===== src/rtl/triple_watchdog.sv =====
// Three independent watchdog timers sharing one prescaler, with any/majority/all voting.
// Optional early-warning output enabled by defining WATCHDOG_WARN_EN.

module triple_watchdog_chan #(
    parameter logic [7:0] DEFAULT_TIMEOUT = 8'd100
) (
    input  logic       clk,
    input  logic       rst_n,
    input  logic       armed,
    input  logic       tick,
    input  logic       load,
    input  logic       kick,
    input  logic [7:0] load_val,
    output logic       bite,
    output logic       warn
);
    logic [7:0] timeout;
    logic [7:0] cnt;

    // Load outranks disarm so a timeout can be programmed before arming.
    always_ff @(posedge clk) begin
        if (!rst_n) begin
            timeout <= DEFAULT_TIMEOUT;
            cnt     <= DEFAULT_TIMEOUT;
            bite    <= 1'b0;
        end else if (load) begin
            timeout <= load_val;
            cnt     <= load_val;
            bite    <= 1'b0;
        end else if (!armed || kick) begin
            cnt  <= timeout;
            bite <= 1'b0;
        end else if (tick) begin
            if (cnt > 8'd1) begin
                cnt <= cnt - 8'd1;
            end else begin
                cnt  <= 8'd0;
                bite <= 1'b1;
            end
        end
    end

`ifdef WATCHDOG_WARN_EN
    assign warn = armed & ~bite & (cnt != 8'd0) & (cnt <= (timeout >> 2));
`else
    assign warn = 1'b0;
`endif
endmodule

module triple_watchdog #(
    parameter int         PRESCALE_W      = 8,
    parameter logic [7:0] DEFAULT_TIMEOUT = 8'd100
) (
    input  logic       clk,
    input  logic       rst_n,
    input  logic       ena,
    input  logic [7:0] ui_in,
    input  logic [7:0] uio_in,
    output logic [7:0] uo_out,
    output logic [7:0] uio_out,
    output logic [7:0] uio_oe
);
    localparam int NUM_LANES = 3;

    logic                  armed;
    logic                  tick;
    logic [PRESCALE_W-1:0] presc;
    logic [NUM_LANES-1:0]  kick_prev;
    logic                  strobe_prev;
    logic [NUM_LANES-1:0]  kick_edge;
    logic                  load_edge;
    logic [NUM_LANES-1:0]  bite;
    logic [NUM_LANES-1:0]  warn;
    logic                  unused_ui;

    assign armed     = ui_in[7] & ena;
    assign tick      = armed & (&presc);
    assign kick_edge = ui_in[2:0] & ~kick_prev;
    assign load_edge = ui_in[6] & ~strobe_prev;
    assign unused_ui = ui_in[3];

    always_ff @(posedge clk) begin
        if (!rst_n) begin
            presc       <= '0;
            kick_prev   <= '0;
            strobe_prev <= 1'b0;
        end else begin
            presc       <= armed ? presc + 1'b1 : '0;
            kick_prev   <= ui_in[2:0];
            strobe_prev <= ui_in[6];
        end
    end

    // Select 3 broadcasts a load to every channel.
    for (genvar i = 0; i < NUM_LANES; i++) begin : g_chan
        logic load_hit;
        assign load_hit = load_edge & ((ui_in[5:4] == 2'(i)) | (ui_in[5:4] == 2'd3));

        triple_watchdog_chan #(.DEFAULT_TIMEOUT(DEFAULT_TIMEOUT)) u_chan (
            .clk      (clk),
            .rst_n    (rst_n),
            .armed    (armed),
            .tick     (tick),
            .load     (load_hit),
            .kick     (kick_edge[i]),
            .load_val (uio_in),
            .bite     (bite[i]),
            .warn     (warn[i])
        );
    end

    assign uo_out = {1'b0, |warn, &bite,
                     (bite[0] & bite[1]) | (bite[0] & bite[2]) | (bite[1] & bite[2]),
                     |bite, bite};
    assign uio_out = 8'h00;
    assign uio_oe  = 8'h00;
endmodule


===== config.mk =====
export PLATFORM = sky130hd
export DESIGN_NAME = triple_watchdog
export DESIGN_NICKNAME = d
export VERILOG_FILES = /design/src/rtl/triple_watchdog.sv
export SDC_FILE = /design/constraint.sdc
export NUM_CORES = 1
export LEC_CHECK = 0
export ABC_AREA = 1
export BUFFER_PORTS_ARGS = -buffer_cell sky130_fd_sc_hd__buf_4
export CORE_MARGIN = 3
export CORE_UTILIZATION = 40
export DETAILED_ROUTE_END_ITERATION = 8
export GPL_TIMING_DRIVEN = 1
export PLACE_DENSITY = 0.61
export SYNTH_ARGS = -nofsm -noshare
export SYNTH_HDL_FRONTEND = slang
export SYNTH_SLANG_ARGS = --single-unit

===== constraint.sdc =====
create_clock -name clk -period 1.9 [get_ports clk]
set_clock_uncertainty 0.15 [all_clocks]
set_input_delay 0.19 -clock clk [delete_from_list [all_inputs] [get_ports clk]]
set_output_delay 0.19 -clock clk [all_outputs]
set_load 0.02 [all_outputs]

==> impl_metrics.csv, run 1 <==
group,metric,value,unit
run_status,outcome,"finished, final reports clean",
place,dpl_cell_area,0.00387,mm2
timing,rsz0062_at_grt,"true",
timing,fmax,570,MHz
grt,grt_remaining_overflow,0,
grt,grt_pass1_vias,3061,
cells_and_area,layout_commonest_cell,"nand2_1",
timing,hold_violations,0,
cells_and_area,final_cell_mix,"nand2_1 (149), inv_1 (81), nor2_1 (73), dfxtp_1 (63), nand3_1 (45)",
timing,fin_crit,1.75,ns
cts,numCtsBuffers,9,
cells_and_area,fin_util,46.9,%
grt,grt_max_degree,24,
die,placementRows,34,
cts,postCtsSetupRepairBufs,0,
power,swShare,29.8,%
cts,root_buffer,"clkbuf_8",
cells_and_area,syn_to_final_growth,12.5,%
routing,wl_per_cell,11.2,um
synth,netlist_area,0.00369,mm2
power,p_int,2.15,mW
timing,drv_slew,0,
place,portBuffers,23,
flow_run,maxCapViolCount,0,
cts,clkTransAtPathRegs,0.07,ns
cts,clk_path_buf_depth,2,
die,die_x,102,um
synth,yosys.area.top_type_share,34.2,%
die,core-area,0.00885,mm2
cts,h-tree-depth,3,
grt,grt_usage,16.5,%
cells_and_area,fin_nets,636,
cells_and_area,drive_above_1_share,11.5,%
routing,ant_nets,0,
synth,yosysSeqAreaShare,34.2,%
critical_path,cp-end-kind,"flop",
cells_and_area,stdcell_area,0.00415,mm2
place,post-dp-hpwl,6140,um
timing,final-setup-viol-count,0,
synth,synth-seq-cells,63,
critical_path,cp.required,1.98,ns
cells_and_area,antenna_cells,0,
critical_path,worst-path-max-fanout,12,
power,ir_drop,0.362,mV
cts,cts_tree,"done",
place,place_ws,0.128,ns
routing,drtIter0Drc,110,
synth,yosysWarnings,0,
power,p_per_area,738,mW/mm2
synth,synth.top_cells.by_area,"dfxtp_1 (34%), nand2_1 (15%), inv_1 (8.2%)",
timing,fin_crit_sh,92.3,%
cts,cts.sinks,63,
synth,synth_top_area_cell,"dfxtp_1",
critical_path,worstReg2RegStart,"presc[0]",
critical_path,path_class,"flop to flop",
power,p_sw,0.914,mW
die,initial_core_util,41.7,%
cells_and_area,final_cells,718,
routing,vias,3325,
power,clock_power_share,32.9,%
cts,worstSkewPairLatency,0.33,ns
die,die_h,102,um
hold_path,min_path_type,"input pin to flop",
synth,yosysUniqueCellTypes,26,
critical_path,critPathLaunch,"presc[0]",
power,seqPwrFrac,47.6,%
routing,drc,0,
power,p_leak,2.08,nW
routing,viasPerCell,4.63,
die,die_area,0.0104,mm2
routing,drt-total-wl,8020,um
critical_path,crit_arrival,1.83,ns
grt,grt_pass1_wl,13700,um
grt,antenna_found_initial,0,
timing,fin_ws,0.146,ns
die,io-pin-count,43,
routing,drtPass1Iterations,4,
place,dp.cells,693,
synth,synth_area_per_cell,6.47,um2
synth,netlist_instances,570,
hold_path,hold_start,"uio_in[1]",
power,pwr-share-comb,19.4,%
place,place.gp.congestion,0.813,
critical_path,crit_path_start_kind,"flop",
[flip-flops by register name (all words and copies together), names as in the netlist]
register / cells
g_chan.u_chan.timeout: 24
g_chan.u_chan.cnt: 24
g_chan.u_chan.bite: 3
strobe_prev: 1
kick_prev: 3
presc: 8
[layout make-up]
type,count,area (um2)
fill,937,4700
multi-input combinational,403,1920
sequential,63,1260
timing repair buffer,41,335
inverter,89,334
clock buffer,13,159
tap,108,135
clock inverter,1,5.00
[synthesized netlist by cell type]
library cell / n
nand2_2: 5
dfxtp_1: 63
xnor2_1: 3
nor2_2: 4
nor2_1: 74
buf_6: 5
ha_1: 10
a21oi_1: 27
conb_1: 1
clkbuf_1: 5
buf_4: 22
o21ai_0: 37
nand4_1: 5
xor2_1: 6
nand2_1: 149
or2_2: 2
o211ai_1: 3
nor2_8: 1
o21ai_1: 2
inv_1: 81
nor3_1: 4
nand3_1: 45
clkinv_1: 1
nand2_4: 5
nor2_4: 3
inv_2: 7
[critical path, cell delays in order (launching register included)]
cell and delay [ns]:
dfxtp_1 0.35, ha_1 0.17, nand2_1 0.07, inv_1 0.10
nand4_1 0.23, nand2_2 0.29, nand3_1 0.14, nor2_1 0.11
nor2_1 0.05
[per-stage QoR]
step                setup TNS, ns  total power [mW]  hold slack, ns
CTS                             0              3.10         0.00350
floorplan                       0              1.95           0.133
global route              -0.0175              3.26          0.0213
detailed placement              0              2.07           0.231
finish                          0              3.06          0.0226
global placement                0              2.05           0.227
[layer usage]
| metal | global-route usage, % | part of all wire [%] | up-vias |
|---|---|---|---|
| met3 | 4.10 | 3.3 | 7 |
| met2 | 28.1 | 48 | 42 |
| met5 | 0 | 0 | - |
| met4 | 4.54 | 1.1 | 0 |
| met1 | 20.8 | 47 | 1484 |
| li1 | - | - | 1792 |
[logic make-up after synthesis]
family          count (synthesis)  share of synthesized area [%]
flops                          63                           34.2
compound gates                 69                           9.57
fa+ha+maj                      10                           3.39
buf+inv                       121                           15.6
xor+xnor                        9                           2.14
other cells                     1                          0.102
simple gates                  297                           35.0
[power groups by stage]
stage,Sequential (mW),Combinational [mW],Clock [mW]
floorplan,1.47,0.477,0
global placement,1.49,0.566,0
detailed placement,1.49,0.577,0
CTS,1.46,0.597,1.04
global route,1.47,0.693,1.10
finish,1.46,0.595,1.01
[final timing paths]
check                                                    to  slack (ns)  depth (start not counted)
worst min-delay path            g_chan[0].u_chan.timeout[1]        0.02                          3
worst max register to register      g_chan[1].u_chan.cnt[4]        0.15                          8
worst max-delay path                g_chan[1].u_chan.cnt[4]        0.15                          8
worst min register to register                     presc[0]        0.30                          1
[repair_timing]
item,in CTS,in global routing
endpoints found under the hold margin,15,0
resized for setup,0,1
hold buffers,11,0
setup endpoints to repair,0,3
Note: power is estimated with default switching activity, not from simulation.
==> run 2, diff against run 1 <==
- CORE_UTILIZATION: 40 -> 59
- PLACE_DENSITY: 0.61 -> 0.84
- SKIP_CTS_REPAIR_TIMING: default -> 1
==> impl_metrics.csv, run 2 (synthesis gave the netlist of run 1 again) <==
group,metric,value,unit
cts,clkTransAtPathRegs,0.07,ns
critical_path,path_class,"flop to flop",
cells_and_area,syn_to_final_growth,10.9,%
cells_and_area,drive_above_1_share,11.8,%
run_status,violations,"hold timing",
timing,drv_slew,0,
routing,dr_wl_met3,458,um
grt,grt_remaining_overflow,0,
die,initial_core_util,61.6,%
cts,cts_tree,"done",
timing,holdWs,-0.00173,ns
cts,h-tree-depth,3,
routing,drc,0,
cells_and_area,fin_nets,629,
grt,grt_pass1_wl,13200,um
critical_path,reg2reg_slack,0.15,ns
hold_path,hold_start,"uio_in[3]",
power,p_leak,2.06,nW
cts,cts.sinks,63,
critical_path,cp.required,1.98,ns
timing,fin_crit,1.75,ns
die,die_x,85.1,um
cts,root_buffer,"clkbuf_8",
timing,fin_tns_setup,0,ns
routing,drtPass1Iterations,4,
routing,top_layer,"met4",
die,core-area,0.00599,mm2
hold_path,min_path_type,"input pin to flop",
timing,fin_crit_sh,92.2,%
die,placementRows,28,
grt,grt_max_degree,26,
grt,antenna_found_initial,0,
cells_and_area,layout_commonest_cell,"nand2_1",
run_status,outcome,"complete, but fails checks",
cells_and_area,antenna_cells,0,
cells_and_area,reg.largest.list,"g_chan.u_chan.cnt: 24 flops, g_chan.u_chan.timeout: 24 flops, presc: 8 flops",
flow_run,maxCapViolCount,0,
routing,ant_nets,0,
power,ir_drop,0.523,mV
cells_and_area,final_cells,679,
timing,rsz0062_at_grt,"true",
die,io-pin-count,43,
timing,hold_violations,1,
cts,numCtsBuffers,9,
place,post-dp-hpwl,5640,um
die,die_area,0.00724,mm2
critical_path,critPathLaunch,"presc[0]",
cells_and_area,final_cell_mix,"nand2_1 (149), inv_1 (81), nor2_1 (71), dfxtp_1 (63), nand3_1 (45)",
routing,drtIter0Drc,238,
cts,clk_path_buf_depth,2,
grt,grt_usage,22.4,%
critical_path,worst-path-max-fanout,12,
place,dp.cells,657,
grt,grt_pass1_vias,3118,
routing,wl_met1,3590,um
routing,wl_met2,3670,um
critical_path,worstReg2RegStart,"presc[0]",
cts,worstSkewPairLatency,0.34,ns
routing,drt-total-wl,7860,um
place,portBuffers,23,
power,p_per_area,789,mW/mm2
timing,final-setup-viol-count,0,
cells_and_area,fin_util,68.3,%
critical_path,crit_arrival,1.83,ns
routing,viasPerCell,5.09,
routing,wl_per_cell,11.6,um
die,die_h,85.1,um
routing,vias,3456,
critical_path,crit_path_start_kind,"flop",
timing,fmax,571,MHz
critical_path,cp-end-kind,"flop",
place,place.gp.congestion,0.844,
run 2: cell types whose count changed in the layout (fill, tap and decap cells not counted), sizes merged:
cell	previous run	this run
dlygate4sd3	11	7
clkbuf	13	12
buf	30	27
bufinv	0	1
clkinvlp	0	1
run 2: final cells by class:
cell class / count / area, um2
Clock buffer: 12 / 155
Clock inverter: 3 / 42.5
Fill cell: 511 / 1900
Inverter: 89 / 334
Multi-Input combinational cell: 403 / 1930
Sequential cell: 63 / 1260
Tap cell: 75 / 93.8
Timing Repair Buffer: 34 / 273
run 2: power breakdown:
part           internal (mW)  leakage [nW]  switching (mW)
Sequential              1.40         0.517          0.0588
Combinational          0.205          1.45           0.378
Clock                  0.669        0.0985           0.512
Total                   2.28          2.06           0.950
run 2: path summary, 6_finish.rpt:
path | endpoint | cells past startpoint
setup reg to reg | g_chan[2].u_chan.cnt[4] | 8
hold reg to reg | presc[0] | 1
setup / recovery | g_chan[2].u_chan.cnt[4] | 8
hold / removal | g_chan[0].u_chan.timeout[3] | 3
run 2: routing by layer:
metal  GRT usage, %  vias up
li1               -     1782
met1           28.6     1549
met4           10.8        0
met3           5.15       17
met2           35.8      108
met5              0        -
run 2: metrics by stage:
step	hold WS [ns]	worst slack (ns)	power [mW]	instance area (um2)
floorplan	0.133	0.326	1.95	3750
global placement	0.224	0.185	2.03	3810
detailed placement	0.231	0.150	2.05	3810
CTS	-0.134	0.136	3.23	4010
global route	0.00103	-0.00415	3.41	4090
finish	-0.00173	0.149	3.23	4090
run 2: worst max-delay path, stage by stage, from the launching register on:
cell     delay, ns
dfxtp_1       0.35
ha_1          0.17
nand2_1       0.07
inv_1         0.11
nand4_1       0.22
nand2_2       0.28
nand3_1       0.13
nor2_1        0.11
nor2_1        0.04
==> run 3, diff against run 2 <==
- CORE_UTILIZATION: 59 -> 58
- PLACE_DENSITY: 0.84 -> 0.82
- SYNTH_HIERARCHICAL: default -> 1
==> impl_metrics.csv, run 3 <==
group,metric,value,unit
cells_and_area,final_cell_mix,"nand2_1 (126), inv_1 (85), dfxtp_1 (61), nor2_1 (54), buf_4 (37)",
timing,drv_slew,0,
timing,fin_crit,1.84,ns
synth,yosysUniqueCellTypes,26,
synth,synth_top_area_cell,"dfxtp_1",
critical_path,cp-end-kind,"flop",
timing,final-setup-viol-count,0,
power,p_leak,2.06,nW
cts,cts_tree,"done",
critical_path,crit_path_start_kind,"flop",
power,p_per_area,827,mW/mm2
grt,grt_pass1_vias,3224,
cts,clkTransAtPathRegs,0.07,ns
critical_path,reg2reg_slack,0.06,ns
cts,worstSkewPairLatency,0.34,ns
cells_and_area,final_cells,672,
place,post-dp-hpwl,5820,um
critical_path,cp.required,2.01,ns
timing,fin_tns_setup,0,ns
flow_run,maxCapViolCount,0,
routing,wl_per_cell,12.0,um
cells_and_area,syn_to_final_growth,18.2,%
die,die_area,0.00719,mm2
grt,grt_max_degree,39,
synth,yosysWarnings,6,
critical_path,critPathLaunch,"presc[1]",
synth,synth_top_family_by_area,"simple AND/OR/NAND/NOR gates",
synth,synth_common_cells,"nand2_1 (130), inv_1 (86), dfxtp_1 (63)",
critical_path,path_cells,"ha_4 > nand3_4 > nor2_4 > nand2_2 > nor2_1 > buf_4 > inv_1 > nand2_2 > buf_4 > o21ai_0 > a31oi_1",
critical_path,worst-path-max-fanout,6,
grt,grt_pass1_wl,13400,um
cts,cts.sinks,63,
die,initial_core_util,60.5,%
critical_path,crit_slowest_cell,"dfxtp_2",
synth,synth-compound-area-share,14.8,%
cells_and_area,reg.largest.list,"g_chan.u_chan/cnt: 24 flops, g_chan.u_chan/timeout: 24 flops, presc: 8 flops",
synth,synth_adder_area_share,3.47,%
die,io-pin-count,43,
timing,fmax,544,MHz
synth,async_flop_share,0,%
place,portBuffers,23,
synth,netlist_area,0.00360,mm2
grt,grt_usage,22.7,%
routing,viasPerCell,5.03,
cells_and_area,drive_above_1_share,16.9,%
cells_and_area,fin_nets,621,
synth,netlist_instances,545,
timing,holdWs,0.0112,ns
routing,vias,3377,
cts,numCtsBuffers,9,
critical_path,timing.rr.end,"g_chan[1].u_chan/cnt[0]",
routing,drc,0,
synth,synth_xor_area_share,0,%
critical_path,path_class,"flop to flop",
place,dpl_cell_area,0.00382,mm2
synth,synth.top_cells.by_area,"dfxtp_1 (35%), nand2_1 (14%), inv_1 (9.0%)",
cells_and_area,layout_commonest_cell,"nand2_1",
critical_path,worstSetupEndpoint,"g_chan[1].u_chan/cnt[0]",
timing,fin_ws,0.0604,ns
cells_and_area,stdcell_area,0.00426,mm2
synth,yosys_most_used_dff,"dfxtp_1",
cts,clk_path_buf_depth,2,
routing,drtIter0Drc,177,
cts,root_buffer,"clkbuf_8",
place,place.gp.congestion,0.880,
die,die_h,84.8,um
critical_path,slowest_delay,0.36,ns
grt,antenna_found_initial,0,
routing,ant_nets,0,
routing,drtPass1Iterations,4,
grt,grt_remaining_overflow,0,
timing,hold_violations,0,
place,dp.cells,645,
run_status,outcome,"finished, final reports clean",
place,place_ws,-0.0177,ns
synth,synth_area_per_cell,6.61,um2
synth,yosysSeqAreaShare,35.0,%
critical_path,crit_arrival,1.95,ns
synth,synth-edff-count,0,
synth,synth-seq-cells,63,
synth,synth.most_common_cell,"nand2_1",
cells_and_area,fin_util,71.5,%
synth,synthSimpleGateAreaFrac,30.4,%
critical_path,r2r_cells,11,
die,placementRows,28,
timing,fin_crit_sh,96.8,%
routing,drt-total-wl,8040,um
hold_path,min_path_type,"input pin to flop",
synth,yosys.area.top_type_share,35.0,%
critical_path,worstReg2RegStart,"presc[1]",
timing,rsz0062_at_grt,"true",
die,core-area,0.00596,mm2
cts,h-tree-depth,3,
die,die_x,84.8,um
cells_and_area,antenna_cells,0,
synth,synth.area.mux_share,0,%
power,p_total,3.52,mW
power,ir_drop,0.492,mV
==> run 3: cell count changes in the layout (fill, tap and decap cells not counted), moves of 4 or more <==
cell     before  now
nand2_1     149  126
nor2_1       71   54
o21a_1        0   12
buf_4        27   37
nand3_1      45   35
a21oi_1      27   34
a31oi_1       0    6
buf_6         0    6
xor2_1        6    0
nand4_1       5    0
inv_1        81   85
nor2_2        6   10
==> run 3: where the power goes <==
part | internal, mW | switching [mW] | total, mW
logic | 0.219 | 0.370 | 0.589
clock network | 0.943 | 0.533 | 1.48
registers | 1.40 | 0.0546 | 1.45
==> run 3: logic make-up (layout without fill, tap and decap cells) <==
family / after synthesis / after routing
buffers and inverters: 123 / 159
adder cells (fa/ha/maj): 10 / 10
flip-flops: 63 / 63
AND/OR/NAND/NOR: 249 / 249
AO/OA/AOI/OAI: 96 / 96
other: 4 / 20
==> run 3: final cells by class <==
class                   count  area, um2
clock buffers              11        151
clock inverters             5        104
fillers                   494       1700
inverters                  94        357
multi-input cells         375       1880
flip-flops and latches     63       1260
well taps                  75       93.8
repair buffers             49        405
==> run 3: worst max-delay path: cells and delay by family, from the launching register on <==
kind	cells	cell delay, ns
AOI/OAI and AO/OA	2	0.23
adders and majority gates	1	0.15
buffers and inverters	3	0.35
DFF	1	0.36
and+or+nand+nor	5	0.50
==> run 3: worst min-delay path by stage <==
stage | startpoint | end | cells after the start
after floorplan | ui_in[0] | kick_prev[0] | 2
after global placement | ui_in[1] | kick_prev[1] | 3
after detailed placement | ui_in[6] | strobe_prev | 3
after CTS | ui_in[6] | strobe_prev | 3
after global routing | uio_in[3] | g_chan[0].u_chan/timeout[3] | 3
final | uio_in[3] | g_chan[2].u_chan/timeout[3] | 3
==> run 3: metal layers <==
metal | part of all wire (%) | GRT usage (%)
met3 | 5.6 | 7.07
met4 | 1.8 | 9.50
met2 | 49 | 39.0
met5 | 0 | 0
met1 | 43 | 26.0
